## src/rtl/pong_vga_out_if.sv

```systemverilog
// rtl/pong_vga_out_if.sv - pixel stream from the frame renderer into the VGA output stage
interface pong_vga_out_if;
    logic [11:0] in_data;
    logic        in_valid;
    logic        in_sop;
    logic        in_ready;

    modport master (output in_data, output in_valid, output in_sop, input in_ready);
    modport slave  (input in_data, input in_valid, input in_sop, output in_ready);
endinterface

```

## src/rtl/pong_vga_out.sv

```systemverilog
// rtl/pong_vga_out.sv - buffered RGB444 pixel stream to 640x480@60 VGA conduit with frame realignment
module pong_vga_out #(
    parameter int H_VIS      = 640,
    parameter int H_FP       = 16,
    parameter int H_SYNC     = 96,
    parameter int H_BP       = 48,
    parameter int V_VIS      = 480,
    parameter int V_FP       = 10,
    parameter int V_SYNC     = 2,
    parameter int V_BP       = 33,
    parameter int FIFO_DEPTH = 16
) (
    input  logic         clk,
    input  logic         reset_n,
    pong_vga_out_if.slave pix_in,
    input  logic         clear_underflow,
    output logic         underflow,
    output logic         frame_start,
    output logic         vga_CLK,
    output logic         vga_HS,
    output logic         vga_VS,
    output logic         vga_BLANK,
    output logic         vga_SYNC,
    output logic [3:0]   vga_R,
    output logic [3:0]   vga_G,
    output logic [3:0]   vga_B
);
    localparam int H_TOTAL = H_VIS + H_FP + H_SYNC + H_BP;
    localparam int V_TOTAL = V_VIS + V_FP + V_SYNC + V_BP;
    localparam int HW = $clog2(H_TOTAL);
    localparam int VW = $clog2(V_TOTAL);
    localparam int AW = $clog2(FIFO_DEPTH);

    localparam logic [HW-1:0] H_LAST   = HW'(H_TOTAL - 1);
    localparam logic [HW-1:0] H_VIS_L  = HW'(H_VIS);
    localparam logic [HW-1:0] HS_START = HW'(H_VIS + H_FP);
    localparam logic [HW-1:0] HS_END   = HW'(H_VIS + H_FP + H_SYNC);
    localparam logic [VW-1:0] V_LAST   = VW'(V_TOTAL - 1);
    localparam logic [VW-1:0] V_VIS_L  = VW'(V_VIS);
    localparam logic [VW-1:0] VS_START = VW'(V_VIS + V_FP);
    localparam logic [VW-1:0] VS_END   = VW'(V_VIS + V_FP + V_SYNC);
    localparam logic [AW:0]   FIFO_FULL = (AW+1)'(FIFO_DEPTH);

    typedef enum logic {RESYNC, RUN} state_t;

    state_t        state_q, state_d;
    logic          pix_en, rst_done;
    logic [HW-1:0] h_cnt;
    logic [VW-1:0] v_cnt;
    logic [12:0]   mem [FIFO_DEPTH];
    logic [AW:0]   wr_ptr, rd_ptr;
    logic          full, empty, push, pop;
    logic          head_sop;
    logic [11:0]   head_data;
    logic          visible, origin, err, start;
    logic [11:0]   rgb_d;

    assign full            = (wr_ptr - rd_ptr) == FIFO_FULL;
    assign empty           = wr_ptr == rd_ptr;
    assign pix_in.in_ready = rst_done && !full;
    assign push            = pix_in.in_valid && pix_in.in_ready;
    assign {head_sop, head_data} = mem[rd_ptr[AW-1:0]];
    assign visible         = (h_cnt < H_VIS_L) && (v_cnt < V_VIS_L);
    assign origin          = (h_cnt == '0) && (v_cnt == '0);
    assign vga_CLK         = pix_en;
    assign vga_SYNC        = 1'b0;

    always_ff @(posedge clk or negedge reset_n) begin
        if (!reset_n) begin
            pix_en   <= 1'b0;
            rst_done <= 1'b0;
            h_cnt    <= '0;
            v_cnt    <= '0;
        end else begin
            pix_en   <= !pix_en;
            rst_done <= 1'b1;
            if (pix_en) begin
                if (h_cnt == H_LAST) begin
                    h_cnt <= '0;
                    v_cnt <= (v_cnt == V_LAST) ? '0 : v_cnt + 1'b1;
                end else begin
                    h_cnt <= h_cnt + 1'b1;
                end
            end
        end
    end

    always_ff @(posedge clk or negedge reset_n) begin
        if (!reset_n) begin
            wr_ptr <= '0;
            rd_ptr <= '0;
        end else begin
            if (push) wr_ptr <= wr_ptr + 1'b1;
            if (pop)  rd_ptr <= rd_ptr + 1'b1;
        end
    end

    always_ff @(posedge clk) begin
        if (push) mem[wr_ptr[AW-1:0]] <= {pix_in.in_sop, pix_in.in_data};
    end

    always_ff @(posedge clk or negedge reset_n) begin
        if (!reset_n) state_q <= RESYNC;
        else          state_q <= state_d;
    end

    // RESYNC flushes stale pixels every clk but holds a start-of-frame pixel until the origin slot
    always_comb begin
        state_d = state_q;
        pop     = 1'b0;
        err     = 1'b0;
        start   = 1'b0;
        rgb_d   = '0;
        case (state_q)
            RESYNC: begin
                if (!empty) begin
                    if (!head_sop) begin
                        pop = 1'b1;
                    end else if (pix_en && origin) begin
                        pop     = 1'b1;
                        start   = 1'b1;
                        rgb_d   = head_data;
                        state_d = RUN;
                    end
                end
            end
            RUN: begin
                if (pix_en && visible) begin
                    if (empty || (head_sop && !origin)) begin
                        err     = 1'b1;
                        state_d = RESYNC;
                    end else begin
                        pop   = 1'b1;
                        start = origin;
                        rgb_d = head_data;
                    end
                end
            end
            default: state_d = RESYNC;
        endcase
    end

    always_ff @(posedge clk or negedge reset_n) begin
        if (!reset_n) begin
            vga_HS      <= 1'b1;
            vga_VS      <= 1'b1;
            vga_BLANK   <= 1'b0;
            vga_R       <= '0;
            vga_G       <= '0;
            vga_B       <= '0;
            frame_start <= 1'b0;
            underflow   <= 1'b0;
        end else begin
            frame_start <= pix_en && start;
            if (pix_en) begin
                vga_HS    <= !((h_cnt >= HS_START) && (h_cnt < HS_END));
                vga_VS    <= !((v_cnt >= VS_START) && (v_cnt < VS_END));
                vga_BLANK <= visible;
                {vga_R, vga_G, vga_B} <= rgb_d;
            end
            if (err)                  underflow <= 1'b1;
            else if (clear_underflow) underflow <= 1'b0;
        end
    end
endmodule
```

## src/flat_wrapper.sv

```systemverilog
// flat-port wrapper written by rule: the top's interface ports become plain ports
module pong_vga_out_flat 
#(
    parameter int H_VIS      = 640,
    parameter int H_FP       = 16,
    parameter int H_SYNC     = 96,
    parameter int H_BP       = 48,
    parameter int V_VIS      = 480,
    parameter int V_FP       = 10,
    parameter int V_SYNC     = 2,
    parameter int V_BP       = 33,
    parameter int FIFO_DEPTH = 16
)
  (clk, reset_n, clear_underflow, underflow, frame_start, vga_CLK, vga_HS, vga_VS, vga_BLANK, vga_SYNC, vga_R, vga_G, vga_B, pix_in_in_data, pix_in_in_valid, pix_in_in_sop, pix_in_in_ready);
  pong_vga_out_if pix_in_i ();
  input  logic clk;
  input  logic reset_n;
  input  logic clear_underflow;
  output logic underflow;
  output logic frame_start;
  output logic vga_CLK;
  output logic vga_HS;
  output logic vga_VS;
  output logic vga_BLANK;
  output logic vga_SYNC;
  output logic [3:0] vga_R;
  output logic [3:0] vga_G;
  output logic [3:0] vga_B;
  input wire logic [$bits(pix_in_i.in_data)-1:0] pix_in_in_data;
  input wire logic [$bits(pix_in_i.in_valid)-1:0] pix_in_in_valid;
  input wire logic [$bits(pix_in_i.in_sop)-1:0] pix_in_in_sop;
  output wire logic [$bits(pix_in_i.in_ready)-1:0] pix_in_in_ready;
  assign pix_in_i.in_data = pix_in_in_data;
  assign pix_in_i.in_valid = pix_in_in_valid;
  assign pix_in_i.in_sop = pix_in_in_sop;
  assign pix_in_in_ready = pix_in_i.in_ready;
  pong_vga_out #(.H_VIS(H_VIS), .H_FP(H_FP), .H_SYNC(H_SYNC), .H_BP(H_BP), .V_VIS(V_VIS), .V_FP(V_FP), .V_SYNC(V_SYNC), .V_BP(V_BP), .FIFO_DEPTH(FIFO_DEPTH)) u_core (.clk(clk), .reset_n(reset_n), .pix_in(pix_in_i), .clear_underflow(clear_underflow), .underflow(underflow), .frame_start(frame_start), .vga_CLK(vga_CLK), .vga_HS(vga_HS), .vga_VS(vga_VS), .vga_BLANK(vga_BLANK), .vga_SYNC(vga_SYNC), .vga_R(vga_R), .vga_G(vga_G), .vga_B(vga_B));
endmodule
```

## config.mk

```make
export PLATFORM = sky130hd
export DESIGN_NAME = pong_vga_out_flat
export DESIGN_NICKNAME = d
export VERILOG_FILES = /design/src/rtl/pong_vga_out_if.sv /design/src/rtl/pong_vga_out.sv /design/src/flat_wrapper.sv
export SDC_FILE = /design/constraint.sdc
export NUM_CORES = 1
export LEC_CHECK = 0
export CAP_MARGIN = 20
export CORE_MARGIN = 5
export CORE_UTILIZATION = 23
export CTS_CLUSTER_DIAMETER = 150
export DETAILED_ROUTE_END_ITERATION = 8
export GPL_TIMING_DRIVEN = 0
export SLEW_MARGIN = 20
export SYNTH_ARGS = -nofsm -noshare
export SYNTH_HDL_FRONTEND = slang
export SYNTH_SLANG_ARGS = --single-unit
export TNS_END_PERCENT = 20
```

## constraint.sdc

```tcl
create_clock -name clk -period 10 [get_ports clk]
set_input_delay 2.5 -clock clk [delete_from_list [all_inputs] [get_ports clk]]
set_output_delay 2.5 -clock clk [all_outputs]
set_load 0.01 [all_outputs]
```

# [Word level (Yosys, flattened, before mapping)]
# Memories as Yosys holds them, arrays and structs flattened.
# Cells that the tools add are included.
[word_totals] register_bits=50 ramBits=208 input_bits=17 out_inout_bits=20 wordCells=80 mem_count=1
[op_classes] add_sub_neg=5 order_cmp=6 n_eq_ne=4 muxes=28 bitwise_logic=1 reduce_logical=20
[memory_table] memory="u_core.mem" words=16 word_bits=13 rd=1 rd_clocked_by_memory_dff=0 write_ports=1 line_no="pong_vga_out.sv:50" text="logic [12:0] mem [FIFO_DEPTH];"
[op_table] op="12-bit 2-to-1 mux" n=5
[op_table] op="12-bit one-hot mux with 2 select lines" n=1
[op_table] op="10-bit by 1-bit adder with 10-bit output (second input constant)" n=2
[op_table] op="10-bit equality test (second input constant)" n=2
[op_table] op="10-bit logical NOT" n=2
[op_table] op="10-bit less-than comparator (second input constant)" n=2
[op_table] op="10-bit by 9-bit less-than comparator with 1-bit output (second input constant)" n=2
[op_table] op="10-bit 2-to-1 mux" n=2
[op_table] op="1-bit 2-to-1 mux" n=17
[op_table] op="5-bit by 1-bit adder with 5-bit output (second input constant)" n=2
[op_table] op="10-bit >= comparator (second input constant)" n=1
[op_table] op="10-bit by 9-bit >= comparator with 1-bit output (second input constant)" n=1
[op_table] op="1-bit logical AND" n=10
[op_table] op="1-bit one-hot mux with 2 select lines" n=3
[op_table] op="5-bit equality test" n=1
[op_table] op="5-bit equality test (second input constant)" n=1
[op_table] op="1-bit logical NOT" n=5
[op_table] op="5-bit subtractor" n=1
[op_table] op="2-bit AND reduction" n=1
[op_table] op="2-bit nonzero test" n=1
[op_table] op="1-bit logical OR" n=1
[op_table] op="1-bit inverter" n=1

# [Longest topological paths before layout]
# Gate-level depths: netlist of the first run.
[depth] word_depth=9 depth_mapped=12 mapped_depth_nobuf=8

# [Least setup slack after synthesis of the first run]
# OpenSTA, ideal clock, no wires.
[synth_timing] path_type="register -> output" startpoint="reg u_core.rd_ptr[1]" endpoint="out pix_in_in_ready" t_arrival_ps=2935 t_required_ps=7500 path_slack_ps=4565 stages_incl_launch_ff=11 path_buffers=3 path_cell_list="dfrtp_1 > buf_2 > buf_1 > buf_1 > inv_1 > ha_1 > nor2b_1 > o21a_1 > or4_1 > a211oi_4 > nor2b_1"
[synth_between] elab_chain_cells=4
[synth_lines] item="start, declared" line_no="pong_vga_out.sv:51" text="logic [AW:0] wr_ptr, rd_ptr;"
[synth_lines] item="start signal, assigned" line_no="pong_vga_out.sv:94" text="if (pop) rd_ptr <= rd_ptr + 1'b1;"
[synth_lines] item="5-bit subtractor" line_no="pong_vga_out.sv:58" text="assign full = (wr_ptr - rd_ptr) == FIFO_FULL;"
[synth_lines] item="5-bit equality test" line_no="pong_vga_out.sv:58"
[synth_lines] item="1-bit logical NOT" line_no="pong_vga_out.sv:60" text="assign pix_in.in_ready = rst_done && !full;"
[synth_lines] item="1-bit logical AND" line_no="pong_vga_out.sv:60"
[synth_lines] item="end, declared" line_no="flat_wrapper.sv:32" text="output wire logic [$bits(pix_in_i.in_ready)-1:0] pix_in_in_ready;"
# Every way passes these cells.

# [Worst setup path after layout of the first run]
# Ends and elaborated chain as after synthesis.

==> flow_metrics.env, run 1 <==
export IMPL_final_cell_mix="edfxtp_1 (208), mux4_2 (53), dfrtp_1 (48)"
export IMPL_die_area_mm2=0.0498
export IMPL_status="finished clean"
export IMPL_r2r_end="u_core.mem[12][5]"
export IMPL_clock_sinks=258
export IMPL_peakVddDrop_mv=0.148
export IMPL_synth_area_per_cell_um2=17.8
export IMPL_max_slew_margin=0.362
export IMPL_reg2reg_from="u_core.rd_ptr[1]"
export IMPL_dr_pass1_iters=5
export IMPL_yosysWarnings=0
export IMPL_r2r_setup_slack_ns=5.08
export IMPL_max_cap_violations=0
export IMPL_r2r_cells=12
export IMPL_worst_setup_path_type="flip-flop to primary output"
export IMPL_cp_max_fo=10
export IMPL_vias=5436
export IMPL_postPlaceCellArea_mm2=0.0117
export IMPL_grt_total_usage=0.0899
export IMPL_synth_net_count=617
export IMPL_tns_ns=0
export IMPL_wl_met3_um=1300
export IMPL_highest_layer="met5"
export IMPL_synth_edf_count=208
export IMPL_h_tree_depth=1
export IMPL_grt_ovfl_total=0
export IMPL_dr_wl_met2_um=11200
export IMPL_startpoint_type="flip-flop"
export IMPL_syn_area_mm2=0.0105
export IMPL_cp_cell_sequence="buf_2 -> buf_1 -> buf_1 -> inv_1 -> ha_1 -> nor2b_1 -> o21a_1 -> or4_1 -> a211oi_4 -> nor2b_1 -> clkdlybuf4s50_1"
export IMPL_arrival_ns=4.80
export IMPL_synthToLayoutAreaGrowth_pct=21.4
export IMPL_post_cts_buffers=0
export IMPL_period_share=0.730
export IMPL_wire_per_inst_um=17.6
export IMPL_design_area_mm2=0.0127
export IMPL_hold_depth=1
export IMPL_end_kind="primary output"
export IMPL_drv_slew=0
export IMPL_start_util=0.231
export IMPL_required_ns=7.50
export IMPL_power_density_mw_per_mm2=263
export IMPL_final_common_cell="edfxtp_1"
export IMPL_synth_top_area_frac=0.598
export IMPL_hpwl_um=14800
export IMPL_core_area_mm2=0.0452
export IMPL_ys_ff_latch=258
export IMPL_clockBufferDepth=3
export IMPL_met1_length_um=9640
export IMPL_ios=37
export IMPL_antenna_found_initial=1
export IMPL_cts_resized=0
export IMPL_finalClockSkew_ns=0.0394
export IMPL_fmax_mhz=137
export IMPL_drc_errors=0
export IMPL_wl_um=22600
export IMPL_cts_hold_fix_buffers=0
export IMPL_port_buffers=35
export IMPL_synth_distinct_cells=52
export IMPL_synthCells=586
export IMPL_drtIter0Drc=545
export IMPL_cts_tree="built"
export IMPL_min_period_ns=7.30
export IMPL_synthArstFlopShare=0.194
export IMPL_path_clk_slew_ns=0.06
export IMPL_synth_area_leader_cell="edfxtp_1"
export IMPL_ys_flop_type="edfxtp_1"
export IMPL_grt_max_degree=51
export IMPL_gp_congestion=0.737
export IMPL_leakage_nw=4.35
export IMPL_root_buffer="clkbuf_16"
export IMPL_setup_violations=0
export IMPL_seq_area_frac_synth=0.718
export IMPL_rsz0062_at_grt="no"
export IMPL_hold_viol=0
export IMPL_finalNetCount=696
export IMPL_cp_slowest_cell="buf_1"
export IMPL_die_h_um=223
export IMPL_max_stage_delay_ns=0.60
export IMPL_numCtsBuffers=28
export IMPL_hp_class="flip-flop to flip-flop"
export IMPL_drtAntennaViolNets=0
export IMPL_grt_pass1_wl_um=35200
export IMPL_core_rowCount=78
export IMPL_min_to="u_core.wr_ptr[4]"
export IMPL_diodes=0
export IMPL_synth_area_leaders="edfxtp_1 (60%), dfrtp_1 (11%), mux4_2 (11%)"
export IMPL_worstHoldStart="u_core.wr_ptr[4]"
export IMPL_dieWidth_um=223
export IMPL_grt_pass1_vias=5784
export IMPL_worstSkewPairLatency_ns=0.56
export IMPL_drive_gt1_frac=0.212
export IMPL_routed_via_density=4.23
export IMPL_worst_slew_pin_slew_ns=0.957
[Yosys cell counts, types with 10 or more instances]
library cell  instances
a22o_1               12
a22oi_1              18
and3_1               17
buf_2                11
dfrtp_1              48
edfxtp_1            208
ha_1                 14
inv_1                14
mux4_2               53
nand2_1              36
nand3_1              10
nor2_1               23
o21ai_0              15
xnor2_1              11
xor2_1               12
[layout make-up]
class	instances	area, um2
multi-input cells	289	2800
fillers	4491	32500
repair buffers	49	440
clock inverters	19	308
clock buffers	30	708
flip-flops and latches	258	7500
inverters	16	60.1
plain buffers	23	119
well taps	600	751
[worst max-delay path by stage]
stage                      end  slack [ns]  cells after the start             start
6_report       pix_in_in_ready        2.70                     11  u_core.rd_ptr[1]
5_1_grt        pix_in_in_ready        2.44                     11  u_core.rd_ptr[1]
4_1_cts        pix_in_in_ready        2.52                     11  u_core.rd_ptr[1]
3_5_place_dp   pix_in_in_ready        3.10                     11  u_core.rd_ptr[1]
3_3_place_gp   pix_in_in_ready        3.17                     11  u_core.rd_ptr[1]
2_1_floorplan  pix_in_in_ready        4.56                     10  u_core.rd_ptr[1]
[sequential cells by signal, summed over array words and instances, names as in the netlist, 4 cells and up]
signal / cells
u_core.rd_ptr: 5
u_core.vga_B: 4
u_core.vga_G: 4
u_core.wr_ptr: 5
u_core.mem: 208
u_core.vga_R: 4
u_core.v_cnt: 10
u_core.h_cnt: 10
[power by group]
group	switching, mW	internal [mW]	total [mW]	leakage [nW]
Combinational	0.505	0.413	0.918	1.34
Clock	0.418	0.696	1.11	0.489
Sequential	0.0437	1.26	1.30	2.52
Total	0.967	2.36	3.33	4.35
[per-layer routing]
metal / track usage / vias to the layer above
li1: - / 2477
met1: 0.117 / 2774
met2: 0.156 / 143
met3: 0.0199 / 40
met4: 0.0178 / 2
met5: 0 / -
[critical path: cells and delay by family (launching register included)]
family          cells  cell delay, ns
buf+inv             5            2.04
simple gates        3            0.80
compound gates      2            0.71
fa+ha+maj           1            0.32
flops               1            0.42
[through the flow]
step / total power, mW / hold WS, ns / setup slack [ns] / std cells / util
floorplan: 1.95 / 0.458 / 4.56 / 586 / -
global placement: 2.23 / 0.476 / 3.17 / 1221 / 0.256
detailed placement: 2.26 / 0.477 / 3.10 / 1235 / 0.258
CTS: 3.38 / 0.491 / 2.52 / 1284 / 0.281
global route: 3.50 / 0.523 / 2.44 / 1284 / 0.281
finish: 3.33 / 0.490 / 2.70 / 1284 / 0.281
[cells by family (layout without fill, tap and decap cells)]
group,Yosys count,after routing,synth area share
fa+ha+maj,14,14,0.0168
mux,60,60,0.122
compound gates,61,61,0.0415
buf+inv,39,137,0.0171
flops,258,258,0.718
xor+xnor,23,23,0.0193
other cells,2,2,0.000719
simple gates,129,129,0.0653
(Power assumes the default switching activity.)
==> run 2: changes to the inputs <==
==> constraint.sdc (replaced) <==
create_clock -name clk -period 6.7 [get_ports clk]
set_input_delay 1.675 -clock clk [delete_from_list [all_inputs] [get_ports clk]]
set_output_delay 1.675 -clock clk [all_outputs]
set_load 0.01 [all_outputs]
==> run 2 against run 1 <==
Sequential cell count stayed put. Via count is 0.64% lower. Sequential share of layout area hardly changed. Global-route usage stayed put. Critical path type unchanged. Largest power group unchanged.
==> flow_metrics.env, run 2 (same netlist as run 1, synthesis figures left out) <==
export IMPL_dr_pass1_iters=5
export IMPL_gp_congestion=0.737
export IMPL_worst_setup_path_type="flip-flop to primary output"
export IMPL_period_share=0.907
export IMPL_dp_cells=1235
export IMPL_peakVddDrop_mv=0.221
export IMPL_die_area_mm2=0.0498
export IMPL_finalNetCount=695
export IMPL_die_h_um=223
export IMPL_tns_ns=0
export IMPL_root_buffer="clkbuf_16"
export IMPL_start_util=0.231
export IMPL_fin_total_pwr_mw=4.97
export IMPL_grt_pass1_vias=5784
export IMPL_min_period_ns=6.08
export IMPL_r2r_cells=11
export IMPL_status="finished clean"
export IMPL_end_kind="primary output"
export IMPL_drc_errors=0
export IMPL_core_area_mm2=0.0452
export IMPL_grt_max_degree=51
export IMPL_core_rowCount=78
export IMPL_wl_um=22600
export IMPL_diodes=0
export IMPL_drtAntennaViolNets=0
export IMPL_antenna_found_initial=1
export IMPL_cts_hold_fix_buffers=0
export IMPL_max_slew_margin=0.379
export IMPL_arrival_ns=4.40
export IMPL_worstSkewPairLatency_ns=0.56
export IMPL_grt_pass1_wl_um=35200
export IMPL_synthToLayoutAreaGrowth_pct=21.4
export IMPL_clock_sinks=258
export IMPL_required_ns=5.03
export IMPL_grt_total_usage=0.0899
export IMPL_hold_viol=0
export IMPL_design_area_mm2=0.0127
export IMPL_post_cts_buffers=0
export IMPL_cts_tree="built"
export IMPL_dieWidth_um=223
export IMPL_ios=37
export IMPL_clockBufferDepth=3
export IMPL_cp_max_fo=19
export IMPL_port_buffers=35
export IMPL_grt_ovfl_total=0
export IMPL_drv_slew=0
export IMPL_postPlaceCellArea_mm2=0.0117
export IMPL_rsz0062_at_grt="no"
export IMPL_hold_depth=1
export IMPL_final_common_cell="edfxtp_1"
export IMPL_max_cap_violations=0
export IMPL_leakage_nw=4.35
export IMPL_vias=5401
export IMPL_wire_per_inst_um=17.6
export IMPL_fin_cells=1283
export IMPL_final_cell_mix="edfxtp_1 (208), mux4_2 (53), dfrtp_1 (48)"
export IMPL_routed_via_density=4.21
export IMPL_numCtsBuffers=28
export IMPL_h_tree_depth=1
export IMPL_fin_ws_ns=0.622
export IMPL_finalClockSkew_ns=0.0393
export IMPL_largest_reg_flops=208
export IMPL_fmax_mhz=165
export IMPL_drive_gt1_frac=0.212
export IMPL_startpoint_type="flip-flop"
export IMPL_hp_class="flip-flop to flip-flop"
export IMPL_path_clk_slew_ns=0.06
export IMPL_worst_slew_pin_slew_ns=0.931
export IMPL_power_density_mw_per_mm2=392
export IMPL_hpwl_um=14800
export IMPL_preCtsSetupSlack_ns=0.623
export IMPL_drtIter0Drc=551
export IMPL_setup_violations=0
run 2: cell types whose count changed in the layout (fill, tap and decap cells not counted), sizes merged:
cell / delta
buf: -1
run 2: power breakdown:
group | switching [mW] | internal, mW | leakage, nW | total, mW
registers | 0.0657 | 1.87 | 2.52 | 1.94
logic | 0.756 | 0.616 | 1.34 | 1.37
clock network | 0.625 | 1.04 | 0.489 | 1.66
run 2: per-stage QoR:
stage                      util  hold WS (ns)
after floorplan               -         0.458
after CTS                 0.281         0.491
after global placement    0.256         0.476
after global routing      0.281         0.523
after detailed placement  0.258         0.477
final                     0.281         0.490
run 2: worst max-delay path, cell delays in order, from the launching register on:
cell and delay (ns):
dfrtp_1 0.42, buf_2 0.51, buf_1 0.51, inv_1 0.09, ha_1 0.32, nor2b_1 0.13, o21a_1 0.18, or4_1 0.52
a211oi_4 0.53, nor2b_1 0.14, clkdlybuf4s50_1 0.51
run 2: layout make-up:
class                   count  area, um2
repair buffers             49        440
plain buffers              22        115
multi-input cells         289       2800
well taps                 600        751
flip-flops and latches    258       7500
inverters                  16       60.1
fillers                  4493      32500
clock inverters            19        308
clock buffers              30        708
run 2: metal layers:
layer,vias up,track usage,share of wire
li1,2477,-,-
met4,2,0.0178,0.019
met2,102,0.156,0.50
met3,36,0.0199,0.050
met1,2784,0.117,0.43
met5,-,0,0.00058
run 2: timing repair:
action	CTS	global route
endpoints found under the setup margin	0	1
resized for setup	0	0
hold endpoints to repair	0	0
run 2: final timing paths:
check / slack [ns] / to / start
worst max-delay path: 0.62 / pix_in_in_ready / u_core.rd_ptr[1]
worst min-delay path: 0.49 / u_core.wr_ptr[4] / u_core.wr_ptr[4]
worst max register to register: 2.18 / u_core.mem[12][5] / u_core.rd_ptr[1]
worst min register to register: 0.49 / u_core.wr_ptr[4] / u_core.wr_ptr[4]
max in group asynchronous: 5.04 / u_core.vga_R[1] / reset_n
min in group asynchronous: 1.17 / u_core.wr_ptr[0] / reset_n
